### src/rtl/uart_cmd_host_tx_if.sv
// Command handshake bundle between a command source and uart_cmd_host_tx.
// The master drives the request and its fields; the slave returns cmd_ready.
interface uart_cmd_host_tx_if;
    logic       cmd_valid;
    logic       cmd_ready;
    logic [1:0] cmd_type;
    logic [7:0] cmd_addr;
    logic [7:0] cmd_data;
    logic [7:0] cmd_opA;
    logic [7:0] cmd_opB;
    logic [3:0] cmd_fun;

    modport master (
        output cmd_valid, cmd_type, cmd_addr, cmd_data, cmd_opA, cmd_opB, cmd_fun,
        input  cmd_ready
    );

    modport slave (
        input  cmd_valid, cmd_type, cmd_addr, cmd_data, cmd_opA, cmd_opB, cmd_fun,
        output cmd_ready
    );
endinterface

### src/rtl/uart_cmd_host_tx.sv
// Host-side UART command initiator: turns one handshake into a byte-frame sequence on Tx_out.
// Optional abort support is built when UART_CMD_HOST_ABORT_EN is defined.
module uart_cmd_host_tx #(
    parameter int GAP_BITS = 1,
    parameter int PRE_W    = 6
) (
    input  logic              CLK,
    input  logic              Reset,
    uart_cmd_host_tx_if.slave cmd_if,
    input  logic              Parity_EN,
    input  logic              Parity_type,
    input  logic [PRE_W-1:0]  Prescale,
`ifdef UART_CMD_HOST_ABORT_EN
    input  logic              cmd_abort,
    output logic              cmd_aborted,
`endif
    output logic              Tx_out,
    output logic              Busy,
    output logic              cmd_done
);

    typedef enum logic [2:0] {
        S_IDLE   = 3'd0,
        S_START  = 3'd1,
        S_DATA   = 3'd2,
        S_PARITY = 3'd3,
        S_STOP   = 3'd4,
        S_GAP    = 3'd5
    } state_e;

    localparam logic [15:0]      GAP_RELOAD = (GAP_BITS > 0) ? 16'(GAP_BITS - 1) : 16'd0;
    localparam logic [PRE_W-1:0] PRE_ZERO   = {PRE_W{1'b0}};
    localparam logic [PRE_W-1:0] PRE_ONE    = {{(PRE_W-1){1'b0}}, 1'b1};

    function automatic logic [7:0] frame_byte(
        input logic [1:0] typ,
        input logic [1:0] idx,
        input logic [7:0] addr,
        input logic [7:0] data,
        input logic [7:0] opa,
        input logic [7:0] opb,
        input logic [3:0] fun
    );
        logic [7:0] b;
        b = 8'h00;
        case (typ)
            2'd0: begin
                case (idx)
                    2'd0:    b = 8'hAA;
                    2'd1:    b = addr;
                    2'd2:    b = data;
                    default: b = 8'h00;
                endcase
            end
            2'd1: begin
                case (idx)
                    2'd0:    b = 8'hBB;
                    2'd1:    b = addr;
                    default: b = 8'h00;
                endcase
            end
            2'd2: begin
                case (idx)
                    2'd0:    b = 8'hCC;
                    2'd1:    b = opa;
                    2'd2:    b = opb;
                    2'd3:    b = {4'b0000, fun};
                    default: b = 8'h00;
                endcase
            end
            default: begin
                case (idx)
                    2'd0:    b = 8'hDD;
                    2'd1:    b = {4'b0000, fun};
                    default: b = 8'h00;
                endcase
            end
        endcase
        return b;
    endfunction

    function automatic logic [1:0] last_index(input logic [1:0] typ);
        logic [1:0] n;
        case (typ)
            2'd0:    n = 2'd2;
            2'd1:    n = 2'd1;
            2'd2:    n = 2'd3;
            default: n = 2'd1;
        endcase
        return n;
    endfunction

    function automatic logic parity_bit(input logic [7:0] data, input logic odd);
        return odd ? ~^data : ^data;
    endfunction

    state_e           state_q, state_d;
    logic [PRE_W-1:0] cnt_q, cnt_d;
    logic [PRE_W-1:0] reload_q, reload_d;
    logic [2:0]       bit_q, bit_d;
    logic [1:0]       byte_q, byte_d;
    logic [1:0]       last_q, last_d;
    logic [1:0]       typ_q, typ_d;
    logic [7:0]       addr_q, addr_d;
    logic [7:0]       data_q, data_d;
    logic [7:0]       opa_q, opa_d;
    logic [7:0]       opb_q, opb_d;
    logic [3:0]       fun_q, fun_d;
    logic             par_en_q, par_en_d;
    logic             par_odd_q, par_odd_d;
    logic [15:0]      gap_q, gap_d;
    logic             tx_q, tx_d;
    logic             busy_q, busy_d;
    logic             done_q, done_d;
`ifdef UART_CMD_HOST_ABORT_EN
    logic             abort_q, abort_d;
    logic             aborted_q, aborted_d;
`endif

    logic [7:0]       cur_byte_s;
    logic             bit_end_s;
    logic [PRE_W-1:0] eff_reload_s;
    logic             abort_now_s;

    assign cur_byte_s   = frame_byte(typ_q, byte_q, addr_q, data_q, opa_q, opb_q, fun_q);
    assign bit_end_s    = (cnt_q == PRE_ZERO);
    assign eff_reload_s = (Prescale == PRE_ZERO) ? PRE_ZERO : (Prescale - PRE_ONE);
`ifdef UART_CMD_HOST_ABORT_EN
    assign abort_now_s  = abort_q | cmd_abort;
    assign cmd_aborted  = aborted_q;
`else
    assign abort_now_s  = 1'b0;
`endif

    assign cmd_if.cmd_ready = (state_q == S_IDLE);
    assign Tx_out           = tx_q;
    assign Busy             = busy_q;
    assign cmd_done         = done_q;

    // Next-state, bit timing and line value for the frame sequencer.
    always_comb begin
        state_d   = state_q;
        cnt_d     = cnt_q;
        reload_d  = reload_q;
        bit_d     = bit_q;
        byte_d    = byte_q;
        last_d    = last_q;
        typ_d     = typ_q;
        addr_d    = addr_q;
        data_d    = data_q;
        opa_d     = opa_q;
        opb_d     = opb_q;
        fun_d     = fun_q;
        par_en_d  = par_en_q;
        par_odd_d = par_odd_q;
        gap_d     = gap_q;
        tx_d      = tx_q;
        busy_d    = busy_q;
        done_d    = 1'b0;
`ifdef UART_CMD_HOST_ABORT_EN
        aborted_d = 1'b0;
        if (state_q == S_IDLE) begin
            abort_d = 1'b0;
        end else if (cmd_abort) begin
            abort_d = 1'b1;
        end else begin
            abort_d = abort_q;
        end
`endif

        if (state_q == S_IDLE) begin
            cnt_d = cnt_q;
        end else if (bit_end_s) begin
            cnt_d = reload_q;
        end else begin
            cnt_d = cnt_q - PRE_ONE;
        end

        case (state_q)
            S_IDLE: begin
                tx_d   = 1'b1;
                busy_d = 1'b0;
                if (cmd_if.cmd_valid) begin
                    state_d   = S_START;
                    tx_d      = 1'b0;
                    busy_d    = 1'b1;
                    cnt_d     = eff_reload_s;
                    reload_d  = eff_reload_s;
                    bit_d     = 3'd0;
                    byte_d    = 2'd0;
                    last_d    = last_index(cmd_if.cmd_type);
                    typ_d     = cmd_if.cmd_type;
                    addr_d    = cmd_if.cmd_addr;
                    data_d    = cmd_if.cmd_data;
                    opa_d     = cmd_if.cmd_opA;
                    opb_d     = cmd_if.cmd_opB;
                    fun_d     = cmd_if.cmd_fun;
                    par_en_d  = Parity_EN;
                    par_odd_d = Parity_type;
                end else begin
                    state_d = S_IDLE;
                end
            end
            S_START: begin
                if (bit_end_s) begin
                    state_d = S_DATA;
                    bit_d   = 3'd0;
                    tx_d    = cur_byte_s[0];
                end else begin
                    tx_d = 1'b0;
                end
            end
            S_DATA: begin
                if (bit_end_s) begin
                    if (bit_q == 3'd7) begin
                        if (par_en_q) begin
                            state_d = S_PARITY;
                            tx_d    = parity_bit(cur_byte_s, par_odd_q);
                        end else begin
                            state_d = S_STOP;
                            tx_d    = 1'b1;
                        end
                    end else begin
                        bit_d = bit_q + 3'd1;
                        tx_d  = cur_byte_s[bit_d];
                    end
                end else begin
                    tx_d = tx_q;
                end
            end
            S_PARITY: begin
                if (bit_end_s) begin
                    state_d = S_STOP;
                    tx_d    = 1'b1;
                end else begin
                    tx_d = tx_q;
                end
            end
            S_STOP: begin
                if (bit_end_s) begin
                    if ((byte_q == last_q) || abort_now_s) begin
                        state_d = S_IDLE;
                        tx_d    = 1'b1;
                        busy_d  = 1'b0;
`ifdef UART_CMD_HOST_ABORT_EN
                        if (abort_now_s) begin
                            aborted_d = 1'b1;
                        end else begin
                            done_d = 1'b1;
                        end
`else
                        done_d  = 1'b1;
`endif
                    end else if (GAP_BITS > 0) begin
                        state_d = S_GAP;
                        tx_d    = 1'b1;
                        gap_d   = GAP_RELOAD;
                        byte_d  = byte_q + 2'd1;
                    end else begin
                        state_d = S_START;
                        tx_d    = 1'b0;
                        byte_d  = byte_q + 2'd1;
                    end
                end else begin
                    tx_d = 1'b1;
                end
            end
            S_GAP: begin
                // An abort seen between bytes drops the rest of the command at the next bit boundary.
                if (bit_end_s) begin
                    if (abort_now_s) begin
                        state_d = S_IDLE;
                        tx_d    = 1'b1;
                        busy_d  = 1'b0;
`ifdef UART_CMD_HOST_ABORT_EN
                        aborted_d = 1'b1;
`else
                        done_d    = 1'b1;
`endif
                    end else if (gap_q == 16'd0) begin
                        state_d = S_START;
                        tx_d    = 1'b0;
                    end else begin
                        gap_d = gap_q - 16'd1;
                        tx_d  = 1'b1;
                    end
                end else begin
                    tx_d = 1'b1;
                end
            end
            default: begin
                state_d = S_IDLE;
                tx_d    = 1'b1;
                busy_d  = 1'b0;
            end
        endcase
    end

    // State and output registers; reset forces an idle (mark) line.
    always_ff @(posedge CLK or negedge Reset) begin
        if (!Reset) begin
            state_q   <= S_IDLE;
            cnt_q     <= PRE_ZERO;
            reload_q  <= PRE_ZERO;
            bit_q     <= 3'd0;
            byte_q    <= 2'd0;
            last_q    <= 2'd0;
            typ_q     <= 2'd0;
            addr_q    <= 8'h00;
            data_q    <= 8'h00;
            opa_q     <= 8'h00;
            opb_q     <= 8'h00;
            fun_q     <= 4'h0;
            par_en_q  <= 1'b0;
            par_odd_q <= 1'b0;
            gap_q     <= 16'd0;
            tx_q      <= 1'b1;
            busy_q    <= 1'b0;
            done_q    <= 1'b0;
`ifdef UART_CMD_HOST_ABORT_EN
            abort_q   <= 1'b0;
            aborted_q <= 1'b0;
`endif
        end else begin
            state_q   <= state_d;
            cnt_q     <= cnt_d;
            reload_q  <= reload_d;
            bit_q     <= bit_d;
            byte_q    <= byte_d;
            last_q    <= last_d;
            typ_q     <= typ_d;
            addr_q    <= addr_d;
            data_q    <= data_d;
            opa_q     <= opa_d;
            opb_q     <= opb_d;
            fun_q     <= fun_d;
            par_en_q  <= par_en_d;
            par_odd_q <= par_odd_d;
            gap_q     <= gap_d;
            tx_q      <= tx_d;
            busy_q    <= busy_d;
            done_q    <= done_d;
`ifdef UART_CMD_HOST_ABORT_EN
            abort_q   <= abort_d;
            aborted_q <= aborted_d;
`endif
        end
    end

endmodule
### src/flat_wrapper.sv
// flat-port wrapper written by rule: the top's interface ports become plain ports
module uart_cmd_host_tx_flat 
#(
    parameter int GAP_BITS = 1,
    parameter int PRE_W    = 6
)
  (CLK, Reset, Parity_EN, Parity_type, Prescale, Tx_out, Busy, cmd_done, cmd_if_cmd_valid, cmd_if_cmd_type, cmd_if_cmd_addr, cmd_if_cmd_data, cmd_if_cmd_opA, cmd_if_cmd_opB, cmd_if_cmd_fun, cmd_if_cmd_ready);
  uart_cmd_host_tx_if cmd_if_i ();
  input  logic CLK;
  input  logic Reset;
  input  logic Parity_EN;
  input  logic Parity_type;
  input  logic [PRE_W-1:0] Prescale;
  output logic Tx_out;
  output logic Busy;
  output logic cmd_done;
  input wire logic [$bits(cmd_if_i.cmd_valid)-1:0] cmd_if_cmd_valid;
  input wire logic [$bits(cmd_if_i.cmd_type)-1:0] cmd_if_cmd_type;
  input wire logic [$bits(cmd_if_i.cmd_addr)-1:0] cmd_if_cmd_addr;
  input wire logic [$bits(cmd_if_i.cmd_data)-1:0] cmd_if_cmd_data;
  input wire logic [$bits(cmd_if_i.cmd_opA)-1:0] cmd_if_cmd_opA;
  input wire logic [$bits(cmd_if_i.cmd_opB)-1:0] cmd_if_cmd_opB;
  input wire logic [$bits(cmd_if_i.cmd_fun)-1:0] cmd_if_cmd_fun;
  output wire logic [$bits(cmd_if_i.cmd_ready)-1:0] cmd_if_cmd_ready;
  assign cmd_if_i.cmd_valid = cmd_if_cmd_valid;
  assign cmd_if_i.cmd_type = cmd_if_cmd_type;
  assign cmd_if_i.cmd_addr = cmd_if_cmd_addr;
  assign cmd_if_i.cmd_data = cmd_if_cmd_data;
  assign cmd_if_i.cmd_opA = cmd_if_cmd_opA;
  assign cmd_if_i.cmd_opB = cmd_if_cmd_opB;
  assign cmd_if_i.cmd_fun = cmd_if_cmd_fun;
  assign cmd_if_cmd_ready = cmd_if_i.cmd_ready;
  uart_cmd_host_tx #(.GAP_BITS(GAP_BITS), .PRE_W(PRE_W)) u_core (.CLK(CLK), .Reset(Reset), .cmd_if(cmd_if_i), .Parity_EN(Parity_EN), .Parity_type(Parity_type), .Prescale(Prescale), .Tx_out(Tx_out), .Busy(Busy), .cmd_done(cmd_done));
endmodule
### config.mk
export PLATFORM = sky130hd
export DESIGN_NAME = uart_cmd_host_tx_flat
export DESIGN_NICKNAME = d
export VERILOG_FILES = /design/src/rtl/uart_cmd_host_tx_if.sv /design/src/rtl/uart_cmd_host_tx.sv /design/src/flat_wrapper.sv
export SDC_FILE = /design/constraint.sdc
export NUM_CORES = 1
export LEC_CHECK = 0
export CAP_MARGIN = 20
export CORE_AREA = 2 2 93 95
export CTS_CLUSTER_DIAMETER = 30
export DETAILED_ROUTE_END_ITERATION = 12
export DIE_AREA = 0 0 95 97
export GPL_TIMING_DRIVEN = 0
export PLACE_DENSITY = 0.8
export SLEW_MARGIN = 20
export SYNTH_ARGS = -nofsm -noshare
export SYNTH_HDL_FRONTEND = slang
export SYNTH_SLANG_ARGS = --single-unit
### constraint.sdc
create_clock -name CLK -period 2.9 [get_ports CLK]
set_input_delay 0.58 -clock CLK [delete_from_list [all_inputs] [get_ports CLK]]
set_output_delay 0.58 -clock CLK [all_outputs]
set_load 0.005 [all_outputs]
Word-level counts from Yosys, hierarchy flattened
Index checks and enable logic that the tools add are counted. Widths: inputs -> output; s select.

Add/subtract/negate cells: 5. Eq/ne operators: 25. Shifts and indexed selects: 0. Muxes and demuxes: 55. Div/mod/pow operators: 0. $mul: 0. Magnitude comparators: 1. Reduce and logical (&&, ||, !) cells: 20. Bitwise logic cells: 1.

Operator list (number): $mux 16 (4); $pmux 8 s3 (2); $mux 3 (13); $pmux 16 s2 (1); $pmux 8 s2 (2); $pmux 8 s4 (1); $mux 6 (5); $pmux 3 s6 (1); $mux 1 (17); $logic_not 16->1 (1); $ne 2x1->1 const B (8); $sub 16x1->16 const B (1); $logic_not 6->1 (2); $sub 6x1->6 const B (2); $reduce_and 5->1 (2); $eq 3x3->1 const B (3); $pmux 3 s3 (1); $eq 2x2->1 const B (4); $ne 2x2->1 const B (4); $pmux 2 s2 (2); $reduce_xnor 8->1 (1); $reduce_xor 8->1 (1); $reduce_and 7->1 (1); $eq 3x2->1 const B (2); 19 further kinds (26).

ROM bits: 0. Output and inout port bits: 4. Bits in writable memories: 0. Bits of input ports: 49. Memories: 0. Bits in registers: 81. Latch bits: 0.

Logic depth before layout (Yosys ltp)
Gate-level depths: netlist (run 1).

Word-level depth: 9. Gate-level depth with buffers: 12.

Worst setup path after synthesis (run 1)
No wires, ideal clock.

Path type: reg-to-reg. Start point: register u_core.byte_q[0]. End point: register u_core.tx_q (netlist: u_core.Tx_out). Data arrival time: 2415 ps. Library setup time: 62 ps. Path buffers: 1. Data required time: 2838 ps. Slack: 423 ps. Cell stages (with the launch flop): 12. Path through: dfrtp_1 inv_1 ha_1 clkbuf_1 a21o_1 a221oi_1 o32ai_2 xor2_1 xnor2_1 xnor3_1 a21oi_1 o32a_1.

Longest elaborated chain between the ends: 9. Elaborated cells between the ends (all ways): 19. Classes of those cells: eq/ne (3); mux (13); reduce/logical (3).

RTL lines: start, declared (RTL line uart_cmd_host_tx.sv:101) `logic [1:0] byte_q, byte_d;`; start signal, assigned (RTL line uart_cmd_host_tx.sv:329) `byte_q <= byte_d;`; $eq 2x2->1, or another cell as far along (RTL line uart_cmd_host_tx.sv:63) `case (idx)`; $pmux 8 s4, or another cell as far along (RTL line uart_cmd_host_tx.sv:63); $pmux 8 s3 * (RTL line uart_cmd_host_tx.sv:46) `case (typ)`; $reduce_xor 8->1 or $reduce_xnor 8->1 (tied branches) (RTL line uart_cmd_host_tx.sv:94) `return odd ? ~^data : ^data;`; $mux 1 (RTL line uart_cmd_host_tx.sv:94); $mux 1 (RTL line uart_cmd_host_tx.sv:216) `if (par_en_q) begin`; $mux 1 (RTL line uart_cmd_host_tx.sv:215) `if (bit_q == 3'd7) begin`; $mux 1 (RTL line uart_cmd_host_tx.sv:214) `if (bit_end_s) begin`; $pmux 1 s5 * (RTL line uart_cmd_host_tx.sv:179) `case (state_q)`; end signal, assigned (RTL line uart_cmd_host_tx.sv:340) `tx_q <= tx_d;`; end, declared (RTL line uart_cmd_host_tx.sv:112) `logic tx_q, tx_d;`.

Mark *: on every way between the ends. The rest lies on a longest branch, timed or not. The select of a mux whose other input is x is not followed. A chain may end at the register's enable or synchronous reset.

Worst setup path in the final report (run 1)
Same ends and word-level chain as after synthesis.

==> run metrics, run 1 <==
floorplan die width 95 µm; synth warn 0; Top FF cell, synth dfrtp_1; Nets 558; vias in the first global route 3640; first drt pass iteration count 5; end of the worst register-to-register path u_core.Tx_out; Final WS setup 0.167 ns; fin crit period 2.73 ns; CTS sink count 81; Crit. End Element register; syn_nets 495; initial core utilization 0.549; Worst setup SP type register; grt ovf 0; critical-path cell list inv_1 > ha_1 > clkbuf_2 > a21o_1 > a221oi_1 > o32ai_2 > xor2_1 > xnor2_1 > xnor3_1 > a21oi_1 > o32a_1; LEAKAGE 2.20 nW; area of placed instances 5120 µm²; DRC Markers 0; layout cells sized above 1 0.177; multiplexer share of the synthesized area 0.108; core box area 8130 µm²; Post-Synth XOR/XNOR Area 0.0518; Clk pin slew, worst setup/hold paths 0.09 ns; Mapped Area 4460 µm²; power density over cell area 1030 nW/µm²; synthesis-to-finish area growth 19.9%; cts hold-fix bufs 0; Met3 Wirelength 464 µm; via count 3606; Synth cell types 70; io pins 53; dpl hpwl 7.50 mm; Seq/Total Area, Yosys 0.454; status finished, final reports clean; pin count of the biggest net entering global routing 44; clock latency on the worst-skew pair 0.36 ns; Hold Path Class input pin to async pin; number of max-cap violations 0; Max Root-Sink Buffers 2; Worst Path Buf+Inv 2; Rows 33; main combinational cell family by area after synthesis compound AO/OA/AOI/OAI gates; worst endpoint required time 3.20 ns; fin util 0.658; r2r worst-path depth 11; Post-synth EDFFs 0; ANT nets after route 0; die area 9220 µm²; highest metal used met4; Post-synth ARST share 1.00; Synth Area in Compound Gates 0.167; Slowest cell on crit path dfrtp_2; post-synthesis register bit count 81; Slew @ Worst Pin 0.617 ns; clk_skew 0.00743 ns; slew margin rel. 0.589; WL met1 4.59 mm; IO buf count 51; Worst EP arrival 3.04 ns; CTS tree built; number of CTS-inserted buffers 9; initial antenna violation count 0; Critical Path Fanout Max 10; design area 5350 µm²; Cells after Synth 435; vias per cell 5.93; final hold viol count 0; max frequency 0.366 GHz; Chip Height 97 µm; Starting DRT DRC Count 246; Place WS 0.0176 ns; Final Max Tran Viols 0; clock tree root buffer cell clkbuf_8; first-pass GRT wire length 17.3 mm; final WL 10.3 mm; drt wl/cell 16.9 µm; Setup violations, final 0; fin crit share 0.942; CP delay by family, top compound AO/OA/AOI/OAI gates; Worst path max stage delay 0.45 ns; Antenna Cells 0; simple-gate area share of the yosys netlist 0.150; area share of fa/ha/maj cells after synthesis 0.0308; kind of critical path register to register; Reg2Reg Setup Slack 0.17 ns; gr usage total 0.237; CTS H-tree lvls 3; Syn Area/Cell 10.3 µm²; launching point of the worst reg2reg path u_core.byte_q[0]; maximum VDD drop 0.482 mV; gpl congestion 0.923; met2 WL 5.04 mm
[sequential cells by signal (all words and copies together) (netlist names), 3 cells and up]
register	count
u_core.state_q	3
u_core.bit_q	3
u_core.opa_q	8
u_core.gap_q	16
u_core.data_q	8
u_core.opb_q	8
u_core.cnt_q	6
u_core.addr_q	8
u_core.fun_q	4
u_core.reload_q	6
[through the flow]
step                      hold WS (ns)  power (W)  instances  setup TNS, ns
after global placement           0.461    0.00445        591        -121.52
after global routing             0.218    0.00587        608       -0.00942
final                            0.180    0.00551        608              0
after floorplan                  0.284    0.00393        435              0
after detailed placement         0.467    0.00458        592              0
after CTS                        0.200    0.00548        608              0
[per-layer routing]
metal  vias up  track usage
li1       1709            -
met5         -            0
met1      1773        0.325
met3        14       0.0467
met2       110        0.378
met4         0       0.0725
[synthesized netlist by cell type (3+ instances only)]
library cell | count | area [µm²]
xnor2_1 | 14 | 123
ha_1 | 11 | 138
o21ai_0 | 15 | 75.1
xor2_1 | 8 | 70.1
nand2_1 | 37 | 139
nor2_1 | 36 | 135
nor4_1 | 4 | 25.0
nor3_1 | 11 | 55.1
a211oi_1 | 3 | 22.5
o221ai_1 | 4 | 35.0
a21oi_1 | 29 | 145
nand2b_1 | 3 | 18.8
buf_1 | 4 | 15.0
a22oi_1 | 8 | 60.1
o211ai_1 | 5 | 37.5
nand3b_1 | 4 | 30.0
clkbuf_1 | 13 | 48.8
a21o_1 | 4 | 30.0
o31ai_1 | 3 | 22.5
nand3_1 | 7 | 35.0
a31oi_1 | 4 | 25.0
nor2b_1 | 5 | 31.3
mux2_2 | 41 | 462
dfrtp_1 | 80 | 2000
buf_2 | 5 | 25.0
a221oi_1 | 3 | 26.3
inv_1 | 16 | 60.1
or3_1 | 3 | 18.8
[how the worst max path moves through the flow]
| stage | to | depth (start not counted) | start | slack [ns] |
|---|---|---|---|---|
| 2_1_floorplan | u_core.Tx_out | 11 | u_core.byte_q[0] | 0.42 |
| 3_3_place_gp | u_core.reload_q[0] | 1 | Reset | -1.52 |
| 3_5_place_dp | u_core.Tx_out | 11 | u_core.byte_q[0] | 0.02 |
| 4_1_cts | cmd_if_cmd_ready | 4 | u_core.state_q[1] | 0.04 |
| 5_1_grt | u_core.gap_q[15] | 12 | u_core.cnt_q[0] | -0.009 |
| 6_report | u_core.Tx_out | 11 | u_core.byte_q[0] | 0.17 |
[cells in the final DEF (no fill, tap or decap), types with 3 or more instances in the layout]
cell,instances
buf_1,4
xnor2_1,14
o31ai_1,3
a211oi_1,3
xor2_1,8
nor3_1,10
clkbuf_8,11
a21oi_1,29
inv_1,16
o211ai_1,5
a31oi_1,4
clkdlybuf4s50_1,50
buf_2,5
nand2b_1,3
clkbuf_1,10
a21o_1,4
o21ai_0,15
nor2_1,36
nand2_1,37
nand3b_1,4
nor2b_1,4
ha_1,10
nor4_1,4
nand3_1,7
a22oi_1,8
clkbuf_2,3
o221ai_1,4
or3_1,3
a221oi_1,3
mux2_2,41
dfrtp_1,78
[cell families (layout without fill, tap and decap cells)]
kind of cell | count (synthesis) | in the layout
buffers and inverters | 40 | 108
AOI/OAI and AO/OA | 106 | 106
DFF | 81 | 81
muxes | 43 | 43
and+or+nand+nor | 130 | 130
xor gates and xnor gates | 24 | 24
adders and majority gates | 11 | 11
[timing repair]
action                                  4_1_cts  5_1_grt
hold endpoints to repair                      0        0
pin swaps                                     0        0
endpoints found under the setup margin        2        7
buffers inserted                              0        0
gates resized for setup                       2        8
[power by group]
part | switching, W | total [W] | internal [W]
clock network | 0.000434 | 0.000883 | 0.000449
logic | 0.00124 | 0.00251 | 0.00127
registers | 0.000452 | 0.00212 | 0.00166
total | 0.00212 | 0.00551 | 0.00338
[cell type report]
| type | count | area (µm²) |
|---|---|---|
| flip-flops and latches | 81 | 2030 |
| inverters | 16 | 60.1 |
| repair buffers | 52 | 528 |
| well taps | 105 | 131 |
| clock buffers | 11 | 151 |
| multi-input cells | 314 | 2280 |
| plain buffers | 24 | 111 |
| fillers | 656 | 2780 |
| clock inverters | 5 | 62.6 |
(Power assumes the default switching activity.)
==> run 2, diff against run 1 <==
- CORE_AREA: 2 2 93 95 -> 2 2 119 75
- DIE_AREA: 0 0 95 97 -> 0 0 121 77
- SLEW_MARGIN: 20 -> not set
- TNS_END_PERCENT: not set -> 50
==> run metrics, run 2 (synthesized netlist as in run 1, its figures left out) <==
launching point of the worst reg2reg path u_core.byte_q[0]; Crit. Startpoint u_core.byte_q[0]; number of max-cap violations 0; Inst Count DP 599; switching pwr 0.00223 W; Nets 558; Antenna Cells 0; CTS tree built; core box area 8230 µm²; clock power share 0.216; Worst setup SP type register; Met3 Wirelength 799 µm; Int Pwr 0.00371 W; kind of critical path register to register; clock tree root buffer cell clkbuf_16; number of CTS-inserted buffers 9; max frequency 0.360 GHz; Net Sw Frac 0.376; Slew @ Worst Pin 0.673 ns; Rows 26; ANT nets after route 0; Clk pin slew, worst setup/hold paths 0.07 ns; Setup violations, final 0; gr usage total 0.246; gpl congestion 0.917; final WL 10.8 mm; cts hold-fix bufs 0; most frequent cells in the layout dfrtp_1 (78), clkdlybuf4s50_1 (50), mux2_2 (41); initial core utilization 0.542; synthesis-to-finish area growth 23.0%; sequential group share of total power 0.360; power density over cell area 1080 nW/µm²; Crit. End Element register; final hold viol count 0; pin count of the biggest net entering global routing 46; number of flip-flops in the largest register 16; via count 3623; slew margin rel. 0.551; Logic pwr share 0.424; dpl hpwl 7.91 mm; layout cells sized above 1 0.179; fin crit period 2.77 ns; met2 WL 4.64 mm; most common cell after layout, fill and taps aside dfrtp_1; CTS sink count 81; r2r worst-path depth 11; first drt pass iteration count 5; CTS H-tree lvls 3; drt wl/cell 17.5 µm; first-pass GRT wire length 17.8 mm; fin util 0.667; status finished, final reports clean; Critical Path Fanout Max 10; Resize count post-CTS 3; RSZ-0062 raised after global routing false; io pins 53; Max Root-Sink Buffers 2; Worst EP arrival 3.06 ns; DRC Markers 0; vias in the first global route 3601; Starting DRT DRC Count 235; Hold Path Class input pin to async pin; area of placed instances 5130 µm²; clk_skew 0.00620 ns; Cell Count, Final, Fillers Out 615; fin crit share 0.957; Chip Height 77 µm; clock latency on the worst-skew pair 0.35 ns; vias per cell 5.89; grt ovf 0; floorplan die width 121 µm; highest metal used met4; die area 9320 µm²; maximum VDD drop 0.463 mV; Largest Register u_core.gap_q; setup bufs post-CTS 0; WL met1 5.19 mm; worst endpoint required time 3.19 ns; LEAKAGE 2.27 nW; initial antenna violation count 0; IO buf count 51; Final Max Tran Viols 0; design area 5490 µm²
-- run 2: critical path, stage by stage, from the launching register on --
cell and delay (ns):
dfrtp_2 0.46, inv_1 0.10, ha_1 0.16, buf_2 0.25
nor4bb_1 0.43, a31oi_1 0.08, a22oi_1 0.20, a21oi_1 0.12
xnor2_1 0.19, xnor3_1 0.40, a21oi_1 0.17, o32a_1 0.17
-- run 2: layout make-up --
class	count	area, µm²
buffer	24	111
sequential	81	2030
timing repair buffer	52	528
clock inverter	7	106
tap	112	140
inverter	16	60.1
clock buffer	9	225
fill	636	2740
multi-input combinational	314	2290
-- run 2: worst paths after layout --
| check | end | slack, ns |
|---|---|---|
| max | u_core.Tx_out | 0.13 |
| min | u_core.data_q[3] | 0.22 |
| max reg2reg | u_core.Tx_out | 0.13 |
| min reg2reg | u_core.reload_q[2] | 0.48 |
| max in group asynchronous | u_core.Tx_out | 1.99 |
| min in group CLK | u_core.reload_q[2] | 0.48 |
-- run 2: per-layer routing --
metal	track usage	vias to the layer above
met5	0	-
met4	0.0640	0
met3	0.0766	13
met2	0.356	121
met1	0.356	1784
li1	-	1705
-- run 2: power groups by stage --
| stage | combinational, W | clock, W | sequential, W |
|---|---|---|---|
| after floorplan | 0.00195 | 0 | 0.00198 |
| after global placement | 0.00238 | 0 | 0.00209 |
| after detailed placement | 0.00247 | 0 | 0.00213 |
| after CTS | 0.00250 | 0.00129 | 0.00212 |
| after global routing | 0.00279 | 0.00134 | 0.00220 |
| final | 0.00251 | 0.00128 | 0.00214 |
-- run 2: through the flow --
step                setup WS [ns]  TNS [ns]  power [W]  hold slack (ns)
finish                      0.126         0    0.00594            0.224
floorplan                   0.423         0    0.00393            0.284
detailed placement        -0.0739   -0.0739    0.00460            0.469
CTS                        0.0751         0    0.00591            0.241
global placement            -1.55   -124.10    0.00447            0.461
global route               0.0123         0    0.00633            0.271
==> run 3, diff against run 2 <==
- CELL_PAD_IN_SITES_DETAIL_PLACEMENT: not set -> 2
- CELL_PAD_IN_SITES_GLOBAL_PLACEMENT: not set -> 2
- CORE_AREA: 2 2 119 75 -> 4 4 149 94
- DIE_AREA: 0 0 121 77 -> 0 0 153 98
==> run metrics, run 3 (synthesized netlist as in run 1, its figures left out) <==
status finished, final reports clean; Reg2Reg Setup Slack 0.10 ns; number of max-cap violations 0; Place WS -0.210 ns; CTS sink count 81; die area 15000 µm²; CP delay by family, top compound AO/OA/AOI/OAI gates; Largest Register u_core.gap_q; r2r worst-path depth 11; Slowest cell on crit path dfrtp_2; initial core utilization 0.355; Max Root-Sink Buffers 2; io pins 53; launching point of the worst reg2reg path u_core.byte_q[1]; Setup violations, final 0; DRC Markers 0; maximum VDD drop 0.335 mV; Final Max Tran Viols 0; drt wl/cell 22.8 µm; ANT nets after route 0; Nets 560; clk_skew 0.0173 ns; most frequent cells in the layout dfrtp_1 (78), clkdlybuf4s50_1 (50), mux2_2 (41); max frequency 0.358 GHz; synthesis-to-finish area growth 26.4%; Clk pin slew, worst setup/hold paths 0.07 ns; CTS H-tree lvls 3; final hold viol count 0; CTS tree built; LEAKAGE 2.27 nW; clock latency on the worst-skew pair 0.36 ns; gpl congestion 0.868; layout cells sized above 1 0.200; power density over cell area 1100 nW/µm²; pin count of the biggest net entering global routing 47; core box area 12600 µm²; Worst Path Buf+Inv 2; final total power 0.00622 W; Cell Count, Final, Fillers Out 675; cts hold-fix bufs 0; Hold Path Class input pin to async pin; dpl hpwl 10.9 mm; floorplan die width 153 µm; clock tree root buffer cell clkbuf_16; Rows 32; Worst setup SP type register; final WL 15.4 mm; vias in the first global route 4241; Chip Height 98 µm; IO buf count 51; Antenna Cells 0; slew margin rel. 0.455; initial antenna violation count 0; Fin Hold WS 0.193 ns; worst endpoint required time 3.19 ns; Worst path max stage delay 0.42 ns; end of the worst register-to-register path u_core.Tx_out; number of CTS-inserted buffers 9; Critical Path Fanout Max 10; Starting DRT DRC Count 203; fin crit share 0.964; vias per cell 5.63; kind of critical path register to register; Final WS setup 0.105 ns; area of placed instances 5210 µm²; Inst Count DP 657; first drt pass iteration count 4; Slew @ Worst Pin 0.811 ns; Crit. End Element register; grt ovf 0; gr usage total 0.207; Worst EP arrival 3.08 ns; design area 5640 µm²; critical-path cell list inv_1 > ha_1 > buf_2 > a211o_1 > a21oi_2 > o21bai_1 > xor2_1 > xnor2_2 > xnor3_1 > a21oi_1 > o32a_1; fin crit period 2.80 ns; first-pass GRT wire length 24.1 mm; via count 3797; most common cell after layout, fill and taps aside dfrtp_1; number of flip-flops in the largest register 16
## run 3: how the worst max path moves through the flow
| stage | cells past startpoint | slack (ns) | to | from |
|---|---|---|---|---|
| 2_1_floorplan | 11 | 0.42 | u_core.Tx_out | u_core.byte_q[0] |
| 3_3_place_gp | 1 | -1.75 | u_core.gap_q[6] | Reset |
| 3_5_place_dp | 11 | -0.21 | u_core.Tx_out | u_core.byte_q[0] |
| 4_1_cts | 12 | -0.02 | u_core.gap_q[15] | u_core.cnt_q[0] |
| 5_1_grt | 11 | -0.01 | u_core.Tx_out | u_core.byte_q[1] |
| 6_report | 11 | 0.10 | u_core.Tx_out | u_core.byte_q[1] |
## run 3: per-stage QoR
step                      setup TNS, ns  utilization
after floorplan                       0            -
after global placement          -140.05        0.413
after detailed placement         -0.210        0.415
after CTS                       -0.0227        0.443
after global routing            -0.0120        0.449
final                                 0        0.449
## run 3: where the power goes
group          switching [W]  total (W)  leakage [nW]  internal, W
logic                0.00151    0.00283          1.14      0.00132
registers           0.000501    0.00217         0.992      0.00167
clock network       0.000543    0.00123         0.146     0.000685
## run 3: worst register-to-register path: stages (launching register included)
cell and delay (ns):
dfrtp_2 0.42, inv_1 0.10, ha_1 0.22, buf_2 0.23, a211o_1 0.34, a21oi_2 0.17
o21bai_1 0.18, xor2_1 0.28, xnor2_2 0.16, xnor3_1 0.32, a21oi_1 0.16, o32a_1 0.17
## run 3: per-layer routing
layer,track usage,wire (µm)
met3,0.0478,647
met2,0.325,7330
met5,0,0
met4,0.0472,144
met1,0.293,7300
## run 3: final cells by class
cell class	instances	area, µm²
clock inverters	7	85.1
multi-input cells	314	2360
flip-flops and latches	81	2030
clock buffers	9	225
well taps	170	213
plain buffers	24	119
inverters	16	60.1
repair buffers	54	551
fillers	1342	6930
## run 3: repair_timing
action | CTS | global route
buffers inserted | 0 | 2
gates resized for setup | 13 | 16
pin swaps | 1 | 5
setup endpoints to repair | 3 | 7
==> patch, RTL diff (flow settings as in run 3) <==
`PRE_W` is set to 6 in 2 places; all go to 3.
--- a/src/rtl/uart_cmd_host_tx.sv
+++ b/src/rtl/uart_cmd_host_tx.sv
@@ -3,5 +3,5 @@
 module uart_cmd_host_tx #(
     parameter int GAP_BITS = 1,
-    parameter int PRE_W    = 6
+    parameter int PRE_W    = 3
 ) (
     input  logic              CLK,
--- a/src/flat_wrapper.sv
+++ b/src/flat_wrapper.sv
@@ -3,5 +3,5 @@
 #(
     parameter int GAP_BITS = 1,
-    parameter int PRE_W    = 6
+    parameter int PRE_W    = 3
 )
   (CLK, Reset, Parity_EN, Parity_type, Prescale, Tx_out, Busy, cmd_done, cmd_if_cmd_valid, cmd_if_cmd_type, cmd_if_cmd_addr, cmd_if_cmd_data, cmd_if_cmd_opA, cmd_if_cmd_opB, cmd_if_cmd_fun, cmd_if_cmd_ready);
Ports: changed (resized Prescale); port bits go from 53 to 50. No check against the original RTL was run, so the function may have changed too.
==> patch against run 3 <==
  * Power shrank 19%
  * First-iteration DRC count up 3.9%
  * Worst setup slack gained 0.0017 ns
  * Sequential cell count down 6
  * Sequential share of layout area is 0.29 points lower
  * Area after synthesis decreased by 8.1%
  * Final cell count increased by 7.0%
  * Routed wire length down 6.0%
  * Design area decreased by 6.7%
  * Count of clock-buffer cells in the layout is the same
  * Synthesized cell count grew 11%
  * Die area stayed put
  * Worst hold slack gained 0.0098 ns
  * Critical endpoint is now u_core.gap_q[9]
==> patch: results (changes against run 3) <==
outcome:
  status: "finished, final reports clean"
layout:
  buffer_area_share_pct: 12.6  # +0.76 points
  fillers: 1419  # +5.7%
  multi_input_cells: 363  # +16%
  finalNetCount: 606  # +8.2%
  drive_above_1_share_pct: 8.88  # -11 points
  inverters: 20  # +4
  multi_input_area_um2: 2090  # -11%
  seq_area_um2: 1880  # -7.5%
  final-clk-cell-share_pct: 6.46  # +0.96 points
logic_synthesis:
  yosys-top-cells-count: "141 x nand2_1, 74 x dfrtp_1, 38 x nor2_1, 22 x o21ai_0, 21 x clkbuf_1"
  yosysUniqueCellTypes: 55  # -21%
  synth_fp_nets: 541  # +9.3%
  seq_area_frac_synth_pct: 45.8  # +0.34 points
  synth_cells: 483  # +11%
drt:
  routed-wl-met2_um: 6810  # -7.1%
  dr.pass1.iters: 5  # +1
  wl_per_cell_um: 20.1  # -12%
  viasPerCell: 5.19  # -7.8%
  first_iter_violations: 211  # +3.9%
placed_design:
  place_area_um2: 4820  # -7.5%
  detailed_place_hpwl_um: 10200  # -6.9%
  gp_congestion: 0.888  # +2.2%
setup_path:
  worstReg2RegStart: "u_core.gap_q[6]"
  slowest_stage: "or4_4"
  cp.arrival_ns: 3.00  # -0.08 ns
global_route:
  grt_max_degree: 45  # -4.3%
  grt_usage_pct: 19.8  # -0.88 points
  grt_pass1_vias: 4269  # +0.66%
  grt_use_met3_pct: 4.43  # -0.35 points
clock_network:
  insertion_delay_ns: 0.34  # -0.02 ns
power_and_ir_drop:
  power.density_nw_per_um2: 963  # -13%
-- patch: kinds of logic after synthesis --
logic type	after synthesis	synth area share [%]
and+or+nand+nor	233	25.0
AOI/OAI and AO/OA	91	14.7
DFF	75	45.8
buffers and inverters	45	4.61
xor gates and xnor gates	22	5.03
adders and majority gates	12	3.66
muxes	5	1.22
-- patch: worst max-delay path by stage --
stage / from / end / slack, ns / cells past startpoint
finish: u_core.gap_q[6] / u_core.gap_q[9] / 0.11 / 8
global route: u_core.byte_q[1] / u_core.Tx_out / -0.04 / 11
CTS: u_core.byte_q[1] / u_core.Tx_out / 0.02 / 11
detailed placement: u_core.byte_q[0] / u_core.Tx_out / -0.14 / 11
global placement: Reset / u_core.gap_q[9] / -1.57 / 1
floorplan: u_core.gap_q[6] / u_core.gap_q[9] / 0.41 / 8
-- patch: power by group --
part / internal [mW] / leakage, nW / total (mW) / switching, mW
sequential: 1.43 / 0.957 / 1.75 / 0.321
clock: 0.839 / 0.162 / 1.30 / 0.458
combinational: 0.800 / 1.30 / 2.02 / 1.22
-- patch: what timing repair did --
action                                  in CTS  in global routing
pin swaps                                    0                  2
hold buffers                                 0                  0
buffers inserted                             0                  5
gates resized for setup                      7                 15
endpoints found under the setup margin       8                  8
-- patch: worst max-delay path: cells and delay by family (launching register included) --
family                    cells  cell delay [ns]
xor gates and xnor gates      1             0.18
AOI/OAI and AO/OA             1             0.23
DFF                           1             0.42
and+or+nand+nor               6             1.83
-- patch: per-stage QoR --
| stage | utilization, % | worst slack, ns |
|---|---|---|
| 2_1_floorplan | - | 0.413 |
| 3_3_place_gp | 38.1 | -1.57 |
| 3_5_place_dp | 38.3 | -0.143 |
| 4_1_cts | 41.3 | 0.0171 |
| 5_1_grt | 41.9 | -0.0378 |
| 6_report | 41.9 | 0.107 |
